[config.mk]
export PLATFORM = sky130hd
export DESIGN_NAME = sr_latch_driver
export DESIGN_NICKNAME = d
export VERILOG_FILES = /design/src/rtl/sr_latch_driver.sv
export SDC_FILE = /design/constraint.sdc
export NUM_CORES = 1
export LEC_CHECK = 0
export BUFFER_PORTS_ARGS = -buffer_cell sky130_fd_sc_hd__buf_2
export CAP_MARGIN = 30
export CORE_MARGIN = 2
export CORE_UTILIZATION = 60
export DETAILED_ROUTE_END_ITERATION = 7
export GPL_ROUTABILITY_DRIVEN = 0
export GPL_TIMING_DRIVEN = 0
export MAX_ROUTING_LAYER = met4
export PLACE_DENSITY = 0.78
export SKIP_CTS_REPAIR_TIMING = 1
export SLEW_MARGIN = 25
export SYNTH_ARGS = -nofsm -noshare
export SYNTH_HDL_FRONTEND = slang
export SYNTH_SLANG_ARGS = --single-unit
[constraint.sdc]
create_clock -name clk -period 3.1 [get_ports clk]
set_clock_uncertainty 0.05 [all_clocks]
set_input_delay 0.62 -clock clk [delete_from_list [all_inputs] [get_ports clk]]
set_output_delay 0.62 -clock clk [all_outputs]
set_load 0.01 [all_outputs]
[src/rtl/sr_latch_driver.sv]
// -----------------------------------------------------------------------------
// sr_latch_driver
//
// Purpose:
//   Clean front-end for a downstream NAND SR latch. Two raw, bouncy push
//   buttons are synchronised, debounced and edge-detected. Each press becomes
//   one registered active-low pulse on `s` or `r`. The pulses are sequenced so
//   that `s` and `r` can never be low in the same cycle, which keeps the latch
//   out of its forbidden 0/0 input. Presses that collide are dropped and
//   reported on `conflict`.
//
// Ports:
//   clk       in   single clock, rising edge
//   rst_n     in   synchronous active-low reset
//   set_in    in   raw set button, active-high, asynchronous to clk
//   reset_in  in   raw reset button, active-high, asynchronous to clk
//   s         out  active-low set drive to the latch (registered)
//   r         out  active-low reset drive to the latch (registered)
//   busy      out  high while a pulse or the following gap is in progress
//   conflict  out  one-cycle pulse when set and reset requests collide
// -----------------------------------------------------------------------------
module sr_latch_driver #(
  parameter int unsigned DEBOUNCE_CYCLES = 4,
  parameter int unsigned PULSE_CYCLES    = 2,
  parameter int unsigned CNT_W           = 8
) (
  input  logic clk,
  input  logic rst_n,
  input  logic set_in,
  input  logic reset_in,
  output logic s,
  output logic r,
  output logic busy,
  output logic conflict
);

  typedef enum logic [1:0] {
    IDLE,
    SET_PULSE,
    RESET_PULSE,
    GAP
  } state_e;

  // Channel 0 carries the set button, channel 1 the reset button.
  localparam int CH_SET = 0;
  localparam int CH_RST = 1;

  localparam logic [CNT_W-1:0] DB_LAST    = CNT_W'(DEBOUNCE_CYCLES - 1);
  localparam logic [CNT_W-1:0] PULSE_LAST = CNT_W'(PULSE_CYCLES - 1);

  logic [1:0] raw;
  assign raw = {reset_in, set_in};

  // Synchroniser, debounce and edge-detect state, one bit/counter per channel.
  logic [1:0]       sync1_q, sync2_q;
  logic [1:0]       db_q, db_d;
  logic [1:0]       db_prev_q;
  logic [CNT_W-1:0] db_cnt_q [2];
  logic [CNT_W-1:0] db_cnt_d [2];
  logic [1:0]       req;

  // Sequencer state.
  state_e           state_q, state_d;
  logic [CNT_W-1:0] pcnt_q, pcnt_d;
  logic             set_pend_q, set_pend_d;
  logic             rst_pend_q, rst_pend_d;
  logic             s_q, s_d;
  logic             r_q, r_d;
  logic             busy_q, busy_d;
  logic             conflict_q, conflict_d;

  // ---------------------------------------------------------------------------
  // Debounce: the level follows sync2 only after DEBOUNCE_CYCLES consecutive
  // differing samples; any agreeing sample restarts the count.
  // ---------------------------------------------------------------------------
  always_comb begin
    // NOTE: every signal written here gets a default first, so no path leaves
    // it unassigned and no latch is inferred.
    db_d = db_q;
    for (int i = 0; i < 2; i++) begin
      db_cnt_d[i] = '0;
      if (sync2_q[i] != db_q[i]) begin
        if (db_cnt_q[i] == DB_LAST) begin
          db_d[i] = ~db_q[i];
        end else begin
          db_cnt_d[i] = db_cnt_q[i] + CNT_W'(1);
        end
      end
    end
  end

  // A request is a rising edge of the debounced level; releases are silent.
  assign req = db_q & ~db_prev_q;

  // ---------------------------------------------------------------------------
  // Sequencer next state. Pending flags absorb new requests every cycle and
  // are only consumed in IDLE, so a press during a pulse waits its turn and a
  // repeated press merges into the same flag.
  // ---------------------------------------------------------------------------
  always_comb begin
    state_d    = state_q;
    pcnt_d     = pcnt_q;
    set_pend_d = set_pend_q | req[CH_SET];
    rst_pend_d = rst_pend_q | req[CH_RST];
    conflict_d = 1'b0;

    unique case (state_q)
      IDLE: begin
        if (set_pend_d && rst_pend_d) begin
          // Neither order is safe to guess: drop both and report it.
          set_pend_d = 1'b0;
          rst_pend_d = 1'b0;
          conflict_d = 1'b1;
        end else if (set_pend_d) begin
          set_pend_d = 1'b0;
          pcnt_d     = '0;
          state_d    = SET_PULSE;
        end else if (rst_pend_d) begin
          rst_pend_d = 1'b0;
          pcnt_d     = '0;
          state_d    = RESET_PULSE;
        end
      end
      SET_PULSE, RESET_PULSE: begin
        if (pcnt_q == PULSE_LAST) begin
          pcnt_d  = '0;
          state_d = GAP;
        end else begin
          pcnt_d = pcnt_q + CNT_W'(1);
        end
      end
      GAP: begin
        state_d = IDLE;
      end
      default: begin
        state_d = IDLE;
      end
    endcase

    // Outputs are decoded from the next state and registered with it, so a
    // single state value drives both pins: s and r cannot both be low.
    s_d    = (state_d != SET_PULSE);
    r_d    = (state_d != RESET_PULSE);
    busy_d = (state_d != IDLE);
  end

  // ---------------------------------------------------------------------------
  // All registers, cleared by the synchronous reset.
  // ---------------------------------------------------------------------------
  always_ff @(posedge clk) begin
    // NOTE: non-blocking assignments here so every flop samples the values
    // from before this edge, independent of statement order.
    if (!rst_n) begin
      sync1_q    <= '0;
      sync2_q    <= '0;
      db_q       <= '0;
      db_prev_q  <= '0;
      for (int i = 0; i < 2; i++) begin
        db_cnt_q[i] <= '0;
      end
      state_q    <= IDLE;
      pcnt_q     <= '0;
      set_pend_q <= 1'b0;
      rst_pend_q <= 1'b0;
      s_q        <= 1'b1;
      r_q        <= 1'b1;
      busy_q     <= 1'b0;
      conflict_q <= 1'b0;
    end else begin
      sync1_q    <= raw;
      sync2_q    <= sync1_q;
      db_q       <= db_d;
      db_prev_q  <= db_q;
      for (int i = 0; i < 2; i++) begin
        db_cnt_q[i] <= db_cnt_d[i];
      end
      state_q    <= state_d;
      pcnt_q     <= pcnt_d;
      set_pend_q <= set_pend_d;
      rst_pend_q <= rst_pend_d;
      s_q        <= s_d;
      r_q        <= r_d;
      busy_q     <= busy_d;
      conflict_q <= conflict_d;
    end
  end

  assign s        = s_q;
  assign r        = r_q;
  assign busy     = busy_q;
  assign conflict = conflict_q;

endmodule

**After elaboration in Yosys (flattened, before gate mapping)**

Memory sizes are Yosys's and may differ from the RTL's.
Index checks and enable logic that the tools add are counted.

- Register bits after elaboration: 24
- Memory bits (writable): 16
- Bits of input ports: 4
- Output and inout bits: 4
- Word-level logic and storage cells: 70
- Memories: 1

Memories:

| memory | words | width | rd ports | clocked after memory_dff | wr ports | RTL line | RTL |
|---|---|---|---|---|---|---|---|
| db_cnt_q | 2 | 8 | 2 | 0 | 2 | 58 | `logic [CNT_W-1:0] db_cnt_q [2];` |

- $add $sub $neg: 3
- Eq/ne operators: 12
- Muxes and demuxes: 22
- Bitwise operators: 9
- Reduce and logical (&&, ||, !) cells: 10

Operators by type and width:

| operator | number |
|---|---|
| $mux 8 | 10 |
| $add 8x1->8 const B | 3 |
| $eq 8x2->1 const B | 2 |
| $pmux 8 s2 | 1 |
| $eq 8x1->1 const B | 1 |
| $mux 2 | 4 |
| $mux 1 | 6 |
| $pmux 2 s3 | 1 |
| $reduce_and 2->1 | 3 |
| $eq 2x2->1 const B | 2 |
| $ne 2x2->1 const B | 2 |
| $or 1x1->1 | 4 |
| $reduce_bool 2->1 | 2 |
| $reduce_or 2->1 | 2 |
| $ne 3x3->1 const B | 1 |
| $not 1->1 | 3 |
| $reduce_and 3->1 | 1 |
| $and 2x2->2 | 1 |
| $eq 2x1->1 const B | 1 |
| $logic_not 2->1 | 1 |
| $ne 1x1->1 | 2 |
| $ne 2x1->1 const B | 1 |
| $not 2->2 | 1 |
| $logic_and 1x1->1 | 1 |

**Longest topological paths before layout**

- Depth after elaboration: 8
- Depth in mapped cells: 6

**Worst setup path after synthesis**

No wires, ideal clock.

- Kind: reg2reg
- From: register state_q[1]
- To: register pcnt_q[6]
- Library setup time: 0.117 ns
- Arrival time: 1.517 ns
- Setup slack: 1.416 ns
- Cell stages (with the launch flop): 7
- Path buffers: 0
- Clock period less this slack: 1.684 ns
- Cell sequence: dfxtp_1 -> inv_1 -> ha_1 -> inv_2 -> a221oi_2 -> nor2_1 -> a32o_1

- Cells in the longest elaborated chain, start to end: 4
- Elaborated cells on any way between the ends: 9
- Classes of those cells: eq/ne: 4; mux: 1; reduce/logical: 4

Ends and longest elaborated chain:

| what | RTL line | RTL |
|---|---|---|
| from (decl) | 63 | `state_e state_q, state_d;` |
| from (signal assigned) | 177 | `state_q <= state_d;` |
| $eq 2x1->1 or $eq 2x2->1 (tied branches) | 107 | `unique case (state_q)` |
| $reduce_or 2->1 | 107 |  |
| $reduce_bool 2->1 (no line) | - |  |
| $reduce_and 3->1 (no line) | - |  |
| to (signal assigned) | 178 | `pcnt_q <= pcnt_d;` |
| to (decl) | 64 | `logic [CNT_W-1:0] pcnt_q, pcnt_d;` |

Several ways; a longest one is shown, not always the timed one.
A chain may end at the register's enable or synchronous reset.

**Worst setup path in the final report**

Ends and elaborated chain as after synthesis.

==> metrics.csv <==
stage,metric,value,unit
layout,layout cells sized above 1,13.6,%
logic_synthesis,main flop type after synthesis,dfxtp_1,
timing,fmax,485,MHz
hold_path,Hold Crit Depth,1,
logic_synthesis,Post-Syn Area,1880,µm²
layout,synth-to-layout area growth,9.03,%
clock_tree,H-Tree Depth,2,
logic_synthesis,Post-Synthesis Cells,205,
critical_path,Crit. End Element,register,
floorplanning,core footprint,3030,µm²
critical_path,Setup Crit Path Kind,register to register,
placement,pre-CTS WS,1120,ps
timing,slew of the pin with the lowest slew margin,702,ps
timing,Tcrit/Tclk final,66.6,%
logic_synthesis,most frequent cell after synthesis,dfxtp_1,
clock_tree,Worst-Skew Late Latency,350,ps
drt,DRT Pass-1 Iters,4,
layout,Filler cells,251,
critical_path,Register-to-Register Setup Slack,1040,ps
logic_synthesis,largest cells by area after synthesis,"dfxtp_1, xor2_1, nor2_1, nand3_1, ha_1",
timing,relative slew slack,53.2,%
layout,antenna fix cells,0,
logic_synthesis,number of distinct library cells after synthesis,48,
timing,fin. max-slew vios,0,
timing,"Worst Setup Slack, final",1040,ps
floorplanning,die height,60.0,µm
logic_synthesis,Yosys top cell by area,dfxtp_1,
hold_path,worst hold endpoint,sync2_q[1]$_SDFF_PN0_,
critical_path,RR Endpoint,pcnt_q[6]$_SDFFE_PN0P_,
logic_synthesis,Syn Area/Cell,9.19,µm²
logic_synthesis,Commonest cells post-synth,"dfxtp_1, nor2_1, nand3_1",
timing,unrepaired setup endpoints after global routing,false,
power,pwr dens,667,nW/µm²
grt,maximum number of pins on one net before global-route repair,14,
drt,Post-DRT Antenna Nets,0,
placement,I/O Buffers,7,
run,Max-cap violations,0,
timing,"Hold Violations, Final",0,
clock_tree,clock slew at reported path FFs,120,ps
grt,GRT Total Usage,22.3,%
grt,grt total ovfl,0,
timing,setup_tns,0,ps
clock_tree,clock tree from TritonCTS,built,
critical_path,"Arr. time, crit path",2270,ps
drt,vias per inst,5.84,
layout,area occupied by multi-input gates,1030,µm²
logic_synthesis,register area share after synthesis,42.5,%
critical_path,WP buf/inv,2,
placement,post-DP HPWL,2.51,mm
critical_path,CP Cell Sequence,"inv_1, ha_1, inv_2, a221oi_2, nor2_1, a32o_1",
drt,Avg WL per Cell,13.6,µm
floorplanning,die area,3600,µm²
grt,first-pass GRT wire length,5.92,mm
critical_path,Reg2Reg Depth,6,
floorplanning,width of the die,60.0,µm
layout,Register Area,801,µm²
floorplanning,Initial Util,62.2,%
grt,initial antenna violation count,0,
logic_synthesis,Mapped Nets,215,
timing,# setup viols final,0,
critical_path,worst r2r src,state_q[1]$_SDFF_PN0_,
critical_path,"Slowest-stage cell, CP",a221oi_2,
hold_path,HP Start,sync1_q[1]$_SDFF_PN0_,
drt,initial DRC count,112,
logic_synthesis,share of the synthesized area in the top cell type,42.5,%
logic_synthesis,"flops & latches, synth",40,
critical_path,"Largest delay share family, worst path",compound AO/OA/AOI/OAI gates,
layout,nets,229,
floorplanning,number of top-level pins,8,
clock_tree,CTS sink cnt,40,
logic_synthesis,Post-synth EDFFs,0,
clock_tree,root buf cell,clkbuf_4,
floorplanning,site row count,20,
power,Leak,0.000755,µW
clock_tree,Max Buffers Root-to-Sink,2,
critical_path,CP max FO,10,
critical_path,Worst Path Required,3310,ps
logic_synthesis,Yosys Warn Count,0,
drt,Total Wirelength,3.59,mm
critical_path,"Largest stage delay, worst path",570,ps
logic_synthesis,ys async rst share,0,%
drt,vias after detailed routing,1542,
power,worst ir drop on vdd,0.000484,V
grt,vias in the first global route,1368,
hold_path,class of the worst hold path,register to register,
drt,DR DRC count,0,
clock_tree,CTS Buf Count,5,
timing,minimum clock period,2060,ps
status,status,"complete, no violations",
critical_path,Startpoint Class,register,
-- state kept, by name, indices dropped and copies added, names as in the netlist --
name        flops
db_cnt_q       16
pcnt_q          8
db_prev_q       2
db_q            2
state_q         2
sync1_q         2
sync2_q         2
busy            1
conflict        1
r               1
rst_pend_q      1
s               1
set_pend_q      1
-- per-layer routing --
metal,share of wire (%),global-route usage [%],wire length [µm]
met5,0,-,0
met1,44,26.4,1580
met4,1.5,7.62,52
met2,50,37.4,1810
met3,4.0,4.55,142
-- stage by stage --
| stage | total power, µW | std cells | util (%) | hold WS (ps) | instance area (µm²) |
|---|---|---|---|---|---|
| 3_5_place_dp | 1030 | 256 | 65.2 | 377 | 1970 |
| 4_1_cts | 1370 | 264 | 67.9 | 409 | 2050 |
| 5_1_grt | 1450 | 264 | 67.9 | 412 | 2050 |
| 2_1_floorplan | 941 | 205 | - | 362 | 1880 |
| 6_report | 1370 | 264 | 67.9 | 402 | 2050 |
| 3_3_place_gp | 1020 | 256 | 65.2 | 374 | 1970 |
-- area by class of cell --
class,instances,area share [%]
Buffer,3,0.548
Clock buffer,5,1.83
Clock inverter,3,2.07
Inverter,12,2.19
Multi-Input combinational cell,150,50.0
Sequential cell,40,39.0
Tap cell,44,2.68
Timing Repair Buffer,7,1.71
-- how the worst max path moves through the flow --
stage / start / end / cells after the start
after floorplan: state_q[1]$_SDFF_PN0_ / pcnt_q[6]$_SDFFE_PN0P_ / 6
after global placement: state_q[1]$_SDFF_PN0_ / pcnt_q[6]$_SDFFE_PN0P_ / 6
after detailed placement: state_q[1]$_SDFF_PN0_ / pcnt_q[6]$_SDFFE_PN0P_ / 6
after CTS: state_q[1]$_SDFF_PN0_ / pcnt_q[6]$_SDFFE_PN0P_ / 6
after global routing: state_q[0]$_SDFF_PN0_ / pcnt_q[6]$_SDFFE_PN0P_ / 6
final: state_q[1]$_SDFF_PN0_ / pcnt_q[6]$_SDFFE_PN0P_ / 6
-- worst reg2reg max path: cells and delay by family, from the launching register on --
| family | cells | cell delay, ps |
|---|---|---|
| flops | 1 | 370 |
| simple gates | 1 | 110 |
| compound gates | 2 | 840 |
| fa+ha+maj | 1 | 330 |
| buf+inv | 2 | 280 |
-- placed cells by master, fill, tap and decap left out, types with 2 or more instances in the layout --
cell	count
buf_2	7
clkbuf_4	5
and2b_1	2
nand3_1	17
and2_1	8
inv_2	2
nor2_1	25
inv_1	10
ha_1	6
a21oi_1	7
o22ai_1	4
nor4_1	2
clkbuf_1	3
or2_2	2
and3_1	5
o211ai_1	2
or3_1	5
xor2_1	12
dfxtp_1	40
nor3_1	3
nand2b_1	2
o21ai_0	2
nand2_1	11
xnor2_1	2
a211oi_1	8
-- power by group --
group / switching (µW) / leakage, µW / internal [µW]
Clock: 174 / 0.0000412 / 168
Combinational: 269 / 0.000389 / 182
Sequential: 28.2 / 0.000324 / 549
Total: 471 / 0.000755 / 900
-- cell families after synthesis --
| logic type | synth area share, % |
|---|---|
| adders and majority gates | 3.98 |
| muxes | 0.531 |
| buffers and inverters | 2.99 |
| and+or+nand+nor | 25.0 |
| DFF | 42.5 |
| AOI/OAI and AO/OA | 18.5 |
| xor gates and xnor gates | 6.51 |
Note: power is estimated with default switching activity, not from simulation.
